[config.mk]
export PLATFORM = sky130hd
export DESIGN_NAME = leb128_encoder
export DESIGN_NICKNAME = d
export VERILOG_FILES = /design/src/rtl/leb128_encoder.sv
export SDC_FILE = /design/constraint.sdc
export NUM_CORES = 1
export LEC_CHECK = 0
export ABC_AREA = 0
export CORE_MARGIN = 2
export CORE_UTILIZATION = 56
export DETAILED_ROUTE_END_ITERATION = 8
export PLACE_DENSITY_LB_ADDON = 0.08
export REMOVE_ABC_BUFFERS = 1
export SETUP_SLACK_MARGIN = 0.05
export SLEW_MARGIN = 20
export SYNTH_ARGS = -nofsm -noshare
export SYNTH_HDL_FRONTEND = slang
export SYNTH_SLANG_ARGS = --single-unit
[constraint.sdc]
create_clock -name clk -period 6.07 [get_ports clk]
set_input_delay 1.214 -clock clk [delete_from_list [all_inputs] [get_ports clk]]
set_output_delay 1.214 -clock clk [all_outputs]
set_load 0.01 [all_outputs]
[src/rtl/leb128_encoder.sv]
// Serialises one i32/i64 stack value into its LEB128 byte stream, one byte per cycle.
// Optional macro LEB128_UNSIGNED_EN adds in_unsigned to select ULEB128 per value.
module leb128_encoder #(
  parameter int MAX_BYTES = 10
) (
  input  logic        clk,
  input  logic        reset,
  input  logic        in_valid,
  output logic        in_ready,
  input  logic [63:0] in_value,
  input  logic [1:0]  in_type,
`ifdef LEB128_UNSIGNED_EN
  input  logic        in_unsigned,
`endif
  output logic        out_valid,
  input  logic        out_ready,
  output logic [7:0]  out_byte,
  output logic        out_last,
  output logic [3:0]  out_index,
  output logic        err
);

  typedef enum logic {IDLE, EMIT} state_t;

  localparam logic [1:0] TYPE_I32 = 2'd0;
  localparam logic [3:0] LAST_INDEX = 4'(MAX_BYTES - 1);

  state_t      state;
  logic [63:0] sr;
  logic        uns_reg;

  logic        uns_in;
  logic [63:0] ext_value;
  logic [63:0] src;
  logic        uns;
  logic [6:0]  grp;
  logic [63:0] rest;
  logic        last_nat;
  logic [3:0]  next_index;
  logic        last;

`ifdef LEB128_UNSIGNED_EN
  assign uns_in = in_unsigned;
`else
  assign uns_in = 1'b0;
`endif

  // Widen the offered value: i32 is sign- or zero-extended to the shifter width.
  always_comb begin
    ext_value = in_value;
    if (in_type == TYPE_I32) begin
      if (uns_in) ext_value = {32'd0, in_value[31:0]};
      else        ext_value = {{32{in_value[31]}}, in_value[31:0]};
    end
  end

  // The same byte-former serves the first byte (from the input) and later bytes (from sr).
  always_comb begin
    src  = (state == IDLE) ? ext_value : sr;
    uns  = (state == IDLE) ? uns_in : uns_reg;
    grp  = src[6:0];
    rest = uns ? (src >> 7) : 64'($signed(src) >>> 7);
    if (uns) last_nat = (rest == 64'd0);
    else     last_nat = ((rest == 64'd0) && !grp[6]) || ((&rest) && grp[6]);
    next_index = (state == IDLE) ? 4'd0 : out_index + 4'd1;
    // Safety net: the final permitted byte always terminates the stream.
    last = last_nat || (next_index == LAST_INDEX);
  end

  always_ff @(posedge clk) begin
    if (reset) begin
      state     <= IDLE;
      in_ready  <= 1'b1;
      out_valid <= 1'b0;
      out_byte  <= 8'd0;
      out_last  <= 1'b0;
      out_index <= 4'd0;
      err       <= 1'b0;
      sr        <= 64'd0;
      uns_reg   <= 1'b0;
    end else begin
      err <= 1'b0;
      case (state)
        IDLE: begin
          if (in_valid) begin
            if (in_type[1]) begin
              // Floats are consumed but not encodable: flag and stay idle.
              err <= 1'b1;
            end else begin
              state     <= EMIT;
              in_ready  <= 1'b0;
              out_valid <= 1'b1;
              out_byte  <= {~last, grp};
              out_last  <= last;
              out_index <= 4'd0;
              sr        <= rest;
              uns_reg   <= uns_in;
            end
          end
        end
        EMIT: begin
          if (out_ready) begin
            if (out_last) begin
              state     <= IDLE;
              in_ready  <= 1'b1;
              out_valid <= 1'b0;
              out_last  <= 1'b0;
            end else begin
              out_byte  <= {~last, grp};
              out_last  <= last;
              out_index <= next_index;
              sr        <= rest;
            end
          end
        end
        default: begin
          state    <= IDLE;
          in_ready <= 1'b1;
        end
      endcase
    end
  end

endmodule
### Word level (Yosys, flattened, before mapping)

Index checks and enable logic that the tools add are counted.

* add/subtract/negate cells: 1
* shift-type cells: 0
* bitwise gates (word level): 3
* equality and inequality tests: 6
* magnitude comparators: 0
* mux-type cells: 39
* div/mod/pow operators: 0
* multiply operators: 0
* reductions and logical operators: 12

Operators with widths (count)
* 2-to-1 mux 64 bit: 6
* case mux 64 bit (2 select lines): 1
* logical NOT 64 bit: 1
* AND reduction 57 bit: 1
* 2-to-1 mux 8 bit: 4
* 2-to-1 mux 4 bit: 5
* 2-to-1 mux 1 bit: 17
* case mux 8 bit (2 select lines): 1
* inequality test 2 bit, second input constant: 5
* case mux 1 bit (2 select lines): 4
* case mux 4 bit (2 select lines): 1
* AND reduction 4 bit: 2
* adder 4 x 1 -> 4 bit, second input constant: 1
* equality test 4 bit, second input constant: 1
* NOT 1 bit: 3
* AND reduction 3 bit: 1
* OR reduction 3 bit: 1
* logical AND 1 bit: 2
* logical NOT 2 bit: 1
* logical OR 1 bit: 2
* logical NOT 1 bit: 1

* output and inout port bits: 16
* flip-flop bits (word level): 81
* memory bits (writable): 0
* memories: 0
* word-level logic and storage cells: 69
* ROM bits: 0
* bits of input ports: 70
* bits in latches: 0

### Logic depth before layout (Yosys ltp)

Gate-level depths: netlist (run 1).

* word-level depth: 11
* depth in mapped cells: 10
* depth with buffers taken out: 7

### Least setup slack after synthesis (run 1)

Ideal clock, no wire load.

* path type: input -> register
* start point: input port in_type[1]
* end point: register out_byte[7]
* library setup time: 131 ps
* data required time: 5939 ps
* stages on the path: 10
* data arrival time: 2747 ps
* path slack: 3192 ps
* buffers on the path: 3
* path through: buf_6 > or2_4 > buf_6 > buf_8 > a21oi_1 > o21a_2 > nand4b_1 > nor4_2 > a221oi_2 > nor3b_2

* word-level cells in the longest chain between the ends: 11
* elaborated cells on any way between the ends: 17
* those cells by class: eq/ne (1); mux (7); bitwise (1); reduce/logical (8)

RTL lines
* start: declaration: line 11 `input logic [1:0] in_type,`
* logical NOT 2 bit: line 51 `if (in_type == TYPE_I32) begin`
* 2-to-1 mux 64 bit: line 51
* 2-to-1 mux 64 bit: line 59 `src = (state == IDLE) ? ext_value : sr;`
* logical NOT 64 bit or AND reduction 57 bit (tied branches): line 64 `else last_nat = ((rest == 64'd0) && !grp[6]) || ((&rest) && grp[6]);`
* logical AND 1 bit: line 64
* logical OR 1 bit: line 64
* logical OR 1 bit: line 67 `last = last_nat || (next_index == LAST_INDEX);`
* NOT 1 bit: line 93, 109
* 2-to-1 mux 8 bit, on equally long branches: line 103, 86
* 2-to-1 mux 8 bit, on equally long branches: line 102, 85
* case mux 8 bit (2 select lines): line 83 `case (state)`
* end signal: assignment: line 93 `out_byte <= {~last, grp};`
* end signal: assignment: line 109 `out_byte <= {~last, grp};`
* end: declaration: line 17 `output logic [7:0] out_byte,`

Several ways; a longest one is shown, not always the timed one. The select of a mux whose other input is x is not followed.
A chain may end at the register's enable or synchronous reset.

### Worst setup path in the final report (run 1)

Ends and elaborated chain as after synthesis.

==> results.toml, run 1 <==
[global_routing]
overflow = 0
grt_max_degree = 75
gr-max-usage-layer = "met2"
antenna_found_initial = 0
grt_pass1_vias = 3838
met2_usage = 0.5053
grt_usage = 0.2938
grt_use_met1 = 0.3781
grt_pass1_wl_um = 18200
grt_use_met3 = 0.03839

[timing]
finalHoldViolCount = 0
setup-violations-final = 0
maxSlewViolCount = 0
setup-tns-final_ns = 0
slew_headroom = 0.4775
fin_crit_sh = 0.5843
period_minus_slack_ns = 3.547
worstMarginPinSlew_ns = 0.7837
rsz0062_at_grt = "no"
fmax_mhz = 281.9
fin_skew_ns = 0.01290

[critical_path]
cp_data_arrival_time_ns = 3.76
end_kind = "register"
slowest_delay_ns = 0.57
slowest_stage = "or3b_1"
crit_fanout = 23
startpoint_type = "primary input"
crit_required_ns = 6.28
criticalPathCategory = "primary input to register"
path_buf_inv = 1
path_cells = "clkdlybuf4s50_1 > or3b_1 > o21ai_4 > nand2_1 > a2111oi_0 > and4_1 > a221oi_2 > nor3b_2"
critPathTopFamily = "simple AND/OR/NAND/NOR gates"

[logic_synthesis]
ys_async_sr_fraction = 0
ys.flop_type = "dfxtp_1"
synth_cells = 528
yosysWarnings = 0
yosysTopAreaCell = "dfxtp_1"
synth.most_common_cell = "nor2_1"
syn_area_um2 = 4106
ys_types = 59
ys_ff_latch = 74
synth_common_cells = "nor2_1 (81), dfxtp_1 (74), a21oi_1 (59), nand2_1 (57), a211oi_1 (35)"
synth_top_area_frac = 0.3608
synth_area_leaders = "dfxtp_1 (36%), nor2_1 (7.4%), a21oi_1 (7.2%)"
synth-seq-area-share = 0.3608
synth-edff-count = 0
syn_avg_cell_area_um2 = 7.777

[placement]
gp_congestion = 0.9287
dpl_cell_area_um2 = 4897
dp_hpwl_um = 8371
place_inst = 672
port_buffers = 85

[detailed_routing]
ant_nets = 0
num_vias = 4205
viasPerCell = 6.103
firstDrtPassIters = 6
drt_iter0_drc = 221
drc = 0
wl_per_cell_um = 17.39
wl_um = 11980

[cts]
cts_buffers = 9
cts_hold_buf = 0
cts_root_buf = "clkbuf_8"
clk_pin_slew_ns = 0.08
htreeDepth = 3
clk_latency_ns = 0.36
clock_sinks = 74
clk_path_buf_depth = 2
ctsResizeCount = 0
cts_setup_buffers = 0
cts_tree = "built"

[floorplanning]
pin_count = 86
die_w_um = 89.63
core_um2 = 7176
die_area_um2 = 8034
die_h_um = 89.63
std_cell_rows = 31
initial_utilization = 0.5723

[layout]
fin_nets = 656
fin_util = 0.7215
syn2layout_area_growth_pct = 26.08
fin_cells = 689
stdcell_area_um2 = 5177
num_antenna_cells = 0
drive_gt1_frac = 0.06610

[pwr]
p_per_area_nw_per_um2 = 259.3
vdd_drop_max_mv = 0.1435
p_leak_nw = 1.720

[outcome]
outcome = "complete, no violations"

[run]
drv_cap = 0

[hold_path]
hold_class = "register to register"
-- report_power, final --
group / total (mW) / internal [mW] / switching (mW)
Combinational: 0.263 / 0.124 / 0.139
Clock: 0.516 / 0.317 / 0.199
Sequential: 0.563 / 0.522 / 0.0406
-- tightest hold or removal path, delay by kind of cell (launching register included) --
kind	cells	cell delay [ns]
AO/OA/AOI/OAI	1	0.05
flip-flops	1	0.31
AND/OR/NAND/NOR	1	0.05
-- metrics by stage --
step	hold slack, ns	power [mW]	setup WS, ns
after floorplan	0.4207	0.7112	0.7273
after global placement	0.4349	0.8237	2.077
after detailed placement	0.4436	0.8301	2.018
after CTS	0.4619	1.338	2.388
after global routing	0.4805	1.393	2.379
final	0.4592	1.343	2.523
-- placed cells by master (no fill, tap or decap), drive strengths merged, types with 6 or more instances in the layout --
cell	n
buf	6
a211oi	36
clkbuf	10
nand2	58
nor4	14
nor2	82
o21ai	15
nand3	14
mux2i	26
nor3	9
nor2b	7
nand4	18
o21a	15
dfxtp	74
a21oi	61
nand2b	8
clkdlybuf4s50	84
-- sequential cells by signal (all words and copies together), names as in the netlist --
signal     count
err            1
in_ready       1
out_byte       8
out_index      4
out_last       1
out_valid      1
sr            57
state          1
-- worst paths after layout --
path	start	endpoint	slack [ns]	depth (start not counted)
min reg2reg	sr[44]$_SDFFE_PP0P_	sr[44]$_SDFFE_PP0P_	0.46	2
max	in_type[1]	out_byte[7]$_SDFFE_PP0P_	2.52	8
min	sr[44]$_SDFFE_PP0P_	sr[44]$_SDFFE_PP0P_	0.46	2
max reg2reg	state$_SDFF_PP0_	out_byte[7]$_SDFFE_PP0P_	2.98	7
-- kinds of logic after synthesis --
logic type               share of synthesized area
AO/OA/AOI/OAI                               0.2431
XOR/XNOR                                  0.004266
adder cells (fa/ha/maj)                   0.003046
buffers and inverters                      0.05393
flip-flops                                  0.3608
multiplexers                               0.06338
AND/OR/NAND/NOR                             0.2715
-- cell type report --
| class | count | area (um^2) |
|---|---|---|
| flip-flops and latches | 74 | 1485 |
| multi-input cells | 410 | 2412 |
| fillers | 588 | 1998 |
| clock inverters | 6 | 137.6 |
| clock buffers | 10 | 127.6 |
| well taps | 99 | 123.9 |
| repair buffers | 90 | 890.9 |
-- metal layers --
metal	vias to the layer above	wire (um)
met3	28	807
li1	2045	-
met1	1949	5080
met5	-	0
met2	183	5813
met4	0	279
(Power assumes the default switching activity.)
==> run 2: changes to the inputs <==
--- a/config.mk
+++ b/config.mk
@@ -7,7 +7,7 @@
 export LEC_CHECK = 0
 export ABC_AREA = 0
 export CORE_MARGIN = 2
-export CORE_UTILIZATION = 56
+export CORE_UTILIZATION = 47
 export DETAILED_ROUTE_END_ITERATION = 8
 export PLACE_DENSITY_LB_ADDON = 0.08
 export REMOVE_ABC_BUFFERS = 1
==> constraint.sdc (replaced) <==
create_clock -name clk -period 3 [get_ports clk]
set_input_delay 0.6 -clock clk [delete_from_list [all_inputs] [get_ports clk]]
set_output_delay 0.6 -clock clk [all_outputs]
set_load 0.01 [all_outputs]
==> results.toml, run 2 (synthesis gave the netlist of run 1 again) <==
[outcome]
outcome = "complete, no violations"

[floorplanning]
die_area_um2 = 9500
std_cell_rows = 34
core_um2 = 8593
die_h_um = 97.47
initial_utilization = 0.4779
pin_count = 86
die_w_um = 97.47

[global_routing]
antenna_found_initial = 0
grt_pass1_vias = 3879
grt_max_degree = 73
overflow = 0
grt_usage = 0.2586
grt_pass1_wl_um = 19800

[cts]
cts_root_buf = "clkbuf_8"
htreeDepth = 3
clk_pin_slew_ns = 0.08
clock_sinks = 74
clk_latency_ns = 0.36
cts_setup_buffers = 0
cts_tree = "built"
cts_hold_buf = 0
cts_buffers = 9
ctsResizeCount = 0
clk_path_buf_depth = 2

[critical_path]
cp_data_arrival_time_ns = 2.95
r2r_end = "out_byte[7]$_SDFFE_PP0P_"
reg2regPathDepth = 8
reg2reg_from = "state$_SDFF_PP0_"
criticalPathCategory = "primary input to register"
path_cells = "clkdlybuf4s50_1 > or2_4 > buf_4 > nand2_2 > o41ai_2 > nand4_1 > nor4_2 > a221oi_2 > nor3b_2"
r2r_slack_ns = 0.62
end_kind = "register"
crit_fanout = 28
slowest_delay_ns = 0.61
slowest_stage = "clkdlybuf4s50_1"
cp-startpoint = "in_type[0]"
crit_end = "out_byte[7]$_SDFFE_PP0P_"
startpoint_type = "primary input"
crit_required_ns = 3.24

[pwr]
p_leak_nw = 1.797
finalPower_mw = 2.564
p_per_area_nw_per_um2 = 482.8
vdd_drop_max_mv = 0.2585

[layout]
fin_nets = 674
largest_reg_flops = 57
num_antenna_cells = 0
final_common_cell = "clkdlybuf4s50_1"
layout_common_cells = "clkdlybuf4s50_1 (84), nor2_1 (81), dfxtp_1 (73), a21oi_1 (59), nand2_1 (57)"
syn2layout_area_growth_pct = 29.34
fin_util = 0.6181
drive_gt1_frac = 0.09375
top_regs = "sr x57, out_byte x8, out_index x4"
top_register = "sr"
fillers = 816

[timing]
fin_skew_ns = 0.009101
period_minus_slack_ns = 2.711
setup-tns-final_ns = 0
setup-violations-final = 0
rsz0062_at_grt = "no"
fin_crit_sh = 0.9037
finalHoldViolCount = 0
maxSlewViolCount = 0
fmax_mhz = 368.8
worstMarginPinSlew_ns = 0.6222
setup_ws_ns = 0.2888
slew_headroom = 0.5852

[detailed_routing]
wl_per_cell_um = 17.04
firstDrtPassIters = 5
drc = 0
num_vias = 4196
viasPerCell = 5.860
drt_iter0_drc = 267
ant_nets = 0
wl_um = 12200

[placement]
dp_hpwl_um = 8714
gp_congestion = 0.9194
place_ws_ns = -0.06030
port_buffers = 85

[run]
drv_cap = 0

[hold_path]
hold_class = "register to register"
run 2: cell types whose count changed in the layout (fill, tap and decap cells not counted), sizes merged:
cell | previous run | this run
buf | 6 | 24
bufinv | 4 | 1
clkbuf | 10 | 12
clkinv | 1 | 2
run 2: layout make-up:
type,count,area (um^2),share of cell area
clock buffers,12,166.4,0.03133
multi-input cells,410,2412,0.4542
flip-flops and latches,74,1485,0.2796
well taps,108,135.1,0.02544
clock inverters,4,56.30,0.01060
repair buffers,108,1056,0.1988
run 2: power breakdown:
group          leakage [nW]  switching [mW]  internal (mW)
Clock                 0.112           0.399          0.464
Sequential            0.608          0.0765           1.06
Combinational          1.08           0.290          0.278
run 2: stage by stage:
step	std cells	hold WS, ns	instance area (um^2)
after detailed placement	700	0.4456	5089
after global placement	700	0.4364	5089
after CTS	716	0.4578	5311
after floorplan	484	0.4207	3885
after global routing	716	0.4690	5311
final	716	0.4525	5311
run 2: worst min-delay path by stage:
| stage | from | endpoint | slack (ns) | cells past startpoint |
|---|---|---|---|---|
| floorplan | sr[45]$_SDFFE_PP0P_ | sr[45]$_SDFFE_PP0P_ | 0.42 | 2 |
| global placement | sr[45]$_SDFFE_PP0P_ | sr[45]$_SDFFE_PP0P_ | 0.44 | 2 |
| detailed placement | sr[42]$_SDFFE_PP0P_ | sr[42]$_SDFFE_PP0P_ | 0.45 | 2 |
| CTS | sr[42]$_SDFFE_PP0P_ | sr[42]$_SDFFE_PP0P_ | 0.46 | 2 |
| global route | sr[44]$_SDFFE_PP0P_ | sr[44]$_SDFFE_PP0P_ | 0.47 | 2 |
| finish | sr[45]$_SDFFE_PP0P_ | sr[45]$_SDFFE_PP0P_ | 0.45 | 2 |
run 2: critical path, delay by kind of cell:
family,cells,cell delay (ns)
AO/OA/AOI/OAI,2,0.52
buffers and inverters,2,0.81
AND/OR/NAND/NOR,5,1.01
run 2: per-layer routing:
| layer | vias up | global-route usage | routed length [um] |
|---|---|---|---|
| li1 | 2078 | - | - |
| met1 | 1932 | 0.3456 | 5371 |
| met2 | 159 | 0.4117 | 5661 |
| met3 | 27 | 0.03813 | 752 |
| met4 | 0 | 0.1207 | 413 |
| met5 | - | 0 | 0 |
==> run 3: changes to the inputs <==
--- a/config.mk
+++ b/config.mk
@@ -7,7 +7,7 @@
 export LEC_CHECK = 0
 export ABC_AREA = 0
 export CORE_MARGIN = 2
-export CORE_UTILIZATION = 47
+export CORE_UTILIZATION = 56
 export DETAILED_ROUTE_END_ITERATION = 8
 export PLACE_DENSITY_LB_ADDON = 0.08
 export REMOVE_ABC_BUFFERS = 1
==> constraint.sdc (replaced) <==
create_clock -name clk -period 3.48 [get_ports clk]
set_input_delay 0.696 -clock clk [delete_from_list [all_inputs] [get_ports clk]]
set_output_delay 0.696 -clock clk [all_outputs]
set_load 0.01 [all_outputs]
==> results.toml, run 3 (synthesis gave the netlist of run 1 again) <==
[floorplanning]
die_area_um2 = 8034
core_um2 = 7176
pin_count = 86
die_h_um = 89.63
std_cell_rows = 31
die_w_um = 89.63
initial_utilization = 0.5723

[pwr]
vdd_drop_max_mv = 0.2143
p_leak_nw = 1.713
finalPower_mw = 2.073
p_per_area_nw_per_um2 = 402.3

[cts]
cts_root_buf = "clkbuf_8"
ctsResizeCount = 0
cts_tree = "built"
clk_latency_ns = 0.36
cts_buffers = 9
cts_setup_buffers = 0
clock_sinks = 74
cts_hold_buf = 0
clk_pin_slew_ns = 0.08
htreeDepth = 3
clk_path_buf_depth = 2

[layout]
syn2layout_area_growth_pct = 25.50
num_antenna_cells = 0
drive_gt1_frac = 0.07239
top_register = "sr"
largest_reg_flops = 57
top_regs = "sr x57, out_byte x8, out_index x4"
fin_nets = 660
layout_common_cells = "clkdlybuf4s50_1 (84), nor2_1 (81), dfxtp_1 (73), a21oi_1 (59), nand2_1 (57)"
final_common_cell = "clkdlybuf4s50_1"

[timing]
worstMarginPinSlew_ns = 0.7137
fmax_mhz = 350.4
fin_crit_sh = 0.8200
setup-violations-final = 0
finalHoldViolCount = 0
maxSlewViolCount = 0
slew_headroom = 0.5242
setup_ws_ns = 0.6263
fin_skew_ns = 0.01037
rsz0062_at_grt = "no"
period_minus_slack_ns = 2.854

[critical_path]
end_kind = "register"
crit_required_ns = 3.71
startpoint_type = "primary input"
r2r_slack_ns = 1.12
crit_fanout = 27
cp_data_arrival_time_ns = 3.08
criticalPathCategory = "primary input to register"

[detailed_routing]
viasPerCell = 6.128
drt_iter0_drc = 319
firstDrtPassIters = 5
wl_per_cell_um = 17.03
wl_um = 11800
ant_nets = 0
drc = 0
num_vias = 4247

[placement]
port_buffers = 85
dp_hpwl_um = 8363
place_ws_ns = 0.3246
gp_congestion = 0.9761

[global_routing]
grt_max_degree = 73
grt_pass1_wl_um = 18010
grt_usage = 0.2937
grt_pass1_vias = 3685
overflow = 0
antenna_found_initial = 0

[hold_path]
hold_class = "register to register"

[outcome]
outcome = "complete, no violations"

[run]
drv_cap = 0
==> run 3: changes by cell type in the layout (fill, tap and decap cells not counted), sizes merged <==
cell | previous run | this run
buf | 24 | 10
bufinv | 1 | 0
clkinvlp | 0 | 1
==> run 3: critical path, cell delays in order <==
cell and delay [ns]:
clkdlybuf4s50_1 0.69, nor3b_4 0.09, buf_12 0.18, o31ai_1 0.45, o211ai_1 0.16, nor4_1 0.33, and4_1 0.25, a221oi_2 0.06
nor3b_2 0.17
==> run 3: metrics by stage <==
stage | hold slack [ns] | utilization | cells | setup TNS (ns) | cell area [um^2]
after floorplan | 0.4207 | - | 484 | -84.29 | 3885
after global placement | 0.4368 | 0.6929 | 677 | 0 | 4972
after detailed placement | 0.4459 | 0.6929 | 677 | 0 | 4972
after CTS | 0.4547 | 0.7182 | 693 | 0 | 5154
after global routing | 0.4922 | 0.7182 | 693 | 0 | 5154
final | 0.4560 | 0.7182 | 693 | 0 | 5154
==> run 3: worst paths after layout <==
kind	startpoint	end	cells past startpoint
max	in_type[1]	out_byte[7]$_SDFFE_PP0P_	9
min	sr[45]$_SDFFE_PP0P_	sr[45]$_SDFFE_PP0P_	2
max reg2reg	state$_SDFF_PP0_	out_byte[7]$_SDFFE_PP0P_	7
min reg2reg	sr[45]$_SDFFE_PP0P_	sr[45]$_SDFFE_PP0P_	2
==> run 3: layout make-up <==
type	count	area, um^2
Timing Repair Buffer	94	950.9
Fill cell	593	2022
Clock inverter	4	26.28
Multi-Input combinational cell	410	2412
Sequential cell	74	1485
Tap cell	99	123.9
Clock buffer	12	155.1
==> run 3: metal layers <==
layer	vias up	track usage	share of wire
met1	1952	0.3846	0.43
li1	2056	-	-
met5	-	0	0
met3	38	0.05941	0.078
met4	0	0.1398	0.037
met2	201	0.4639	0.46
==> run 3: power by group <==
| group | total (mW) | internal (mW) | switching (mW) |
|---|---|---|---|
| combinational | 0.471 | 0.225 | 0.246 |
| clock | 0.626 | 0.298 | 0.328 |
| sequential | 0.977 | 0.911 | 0.0656 |
| total | 2.07 | 1.43 | 0.639 |
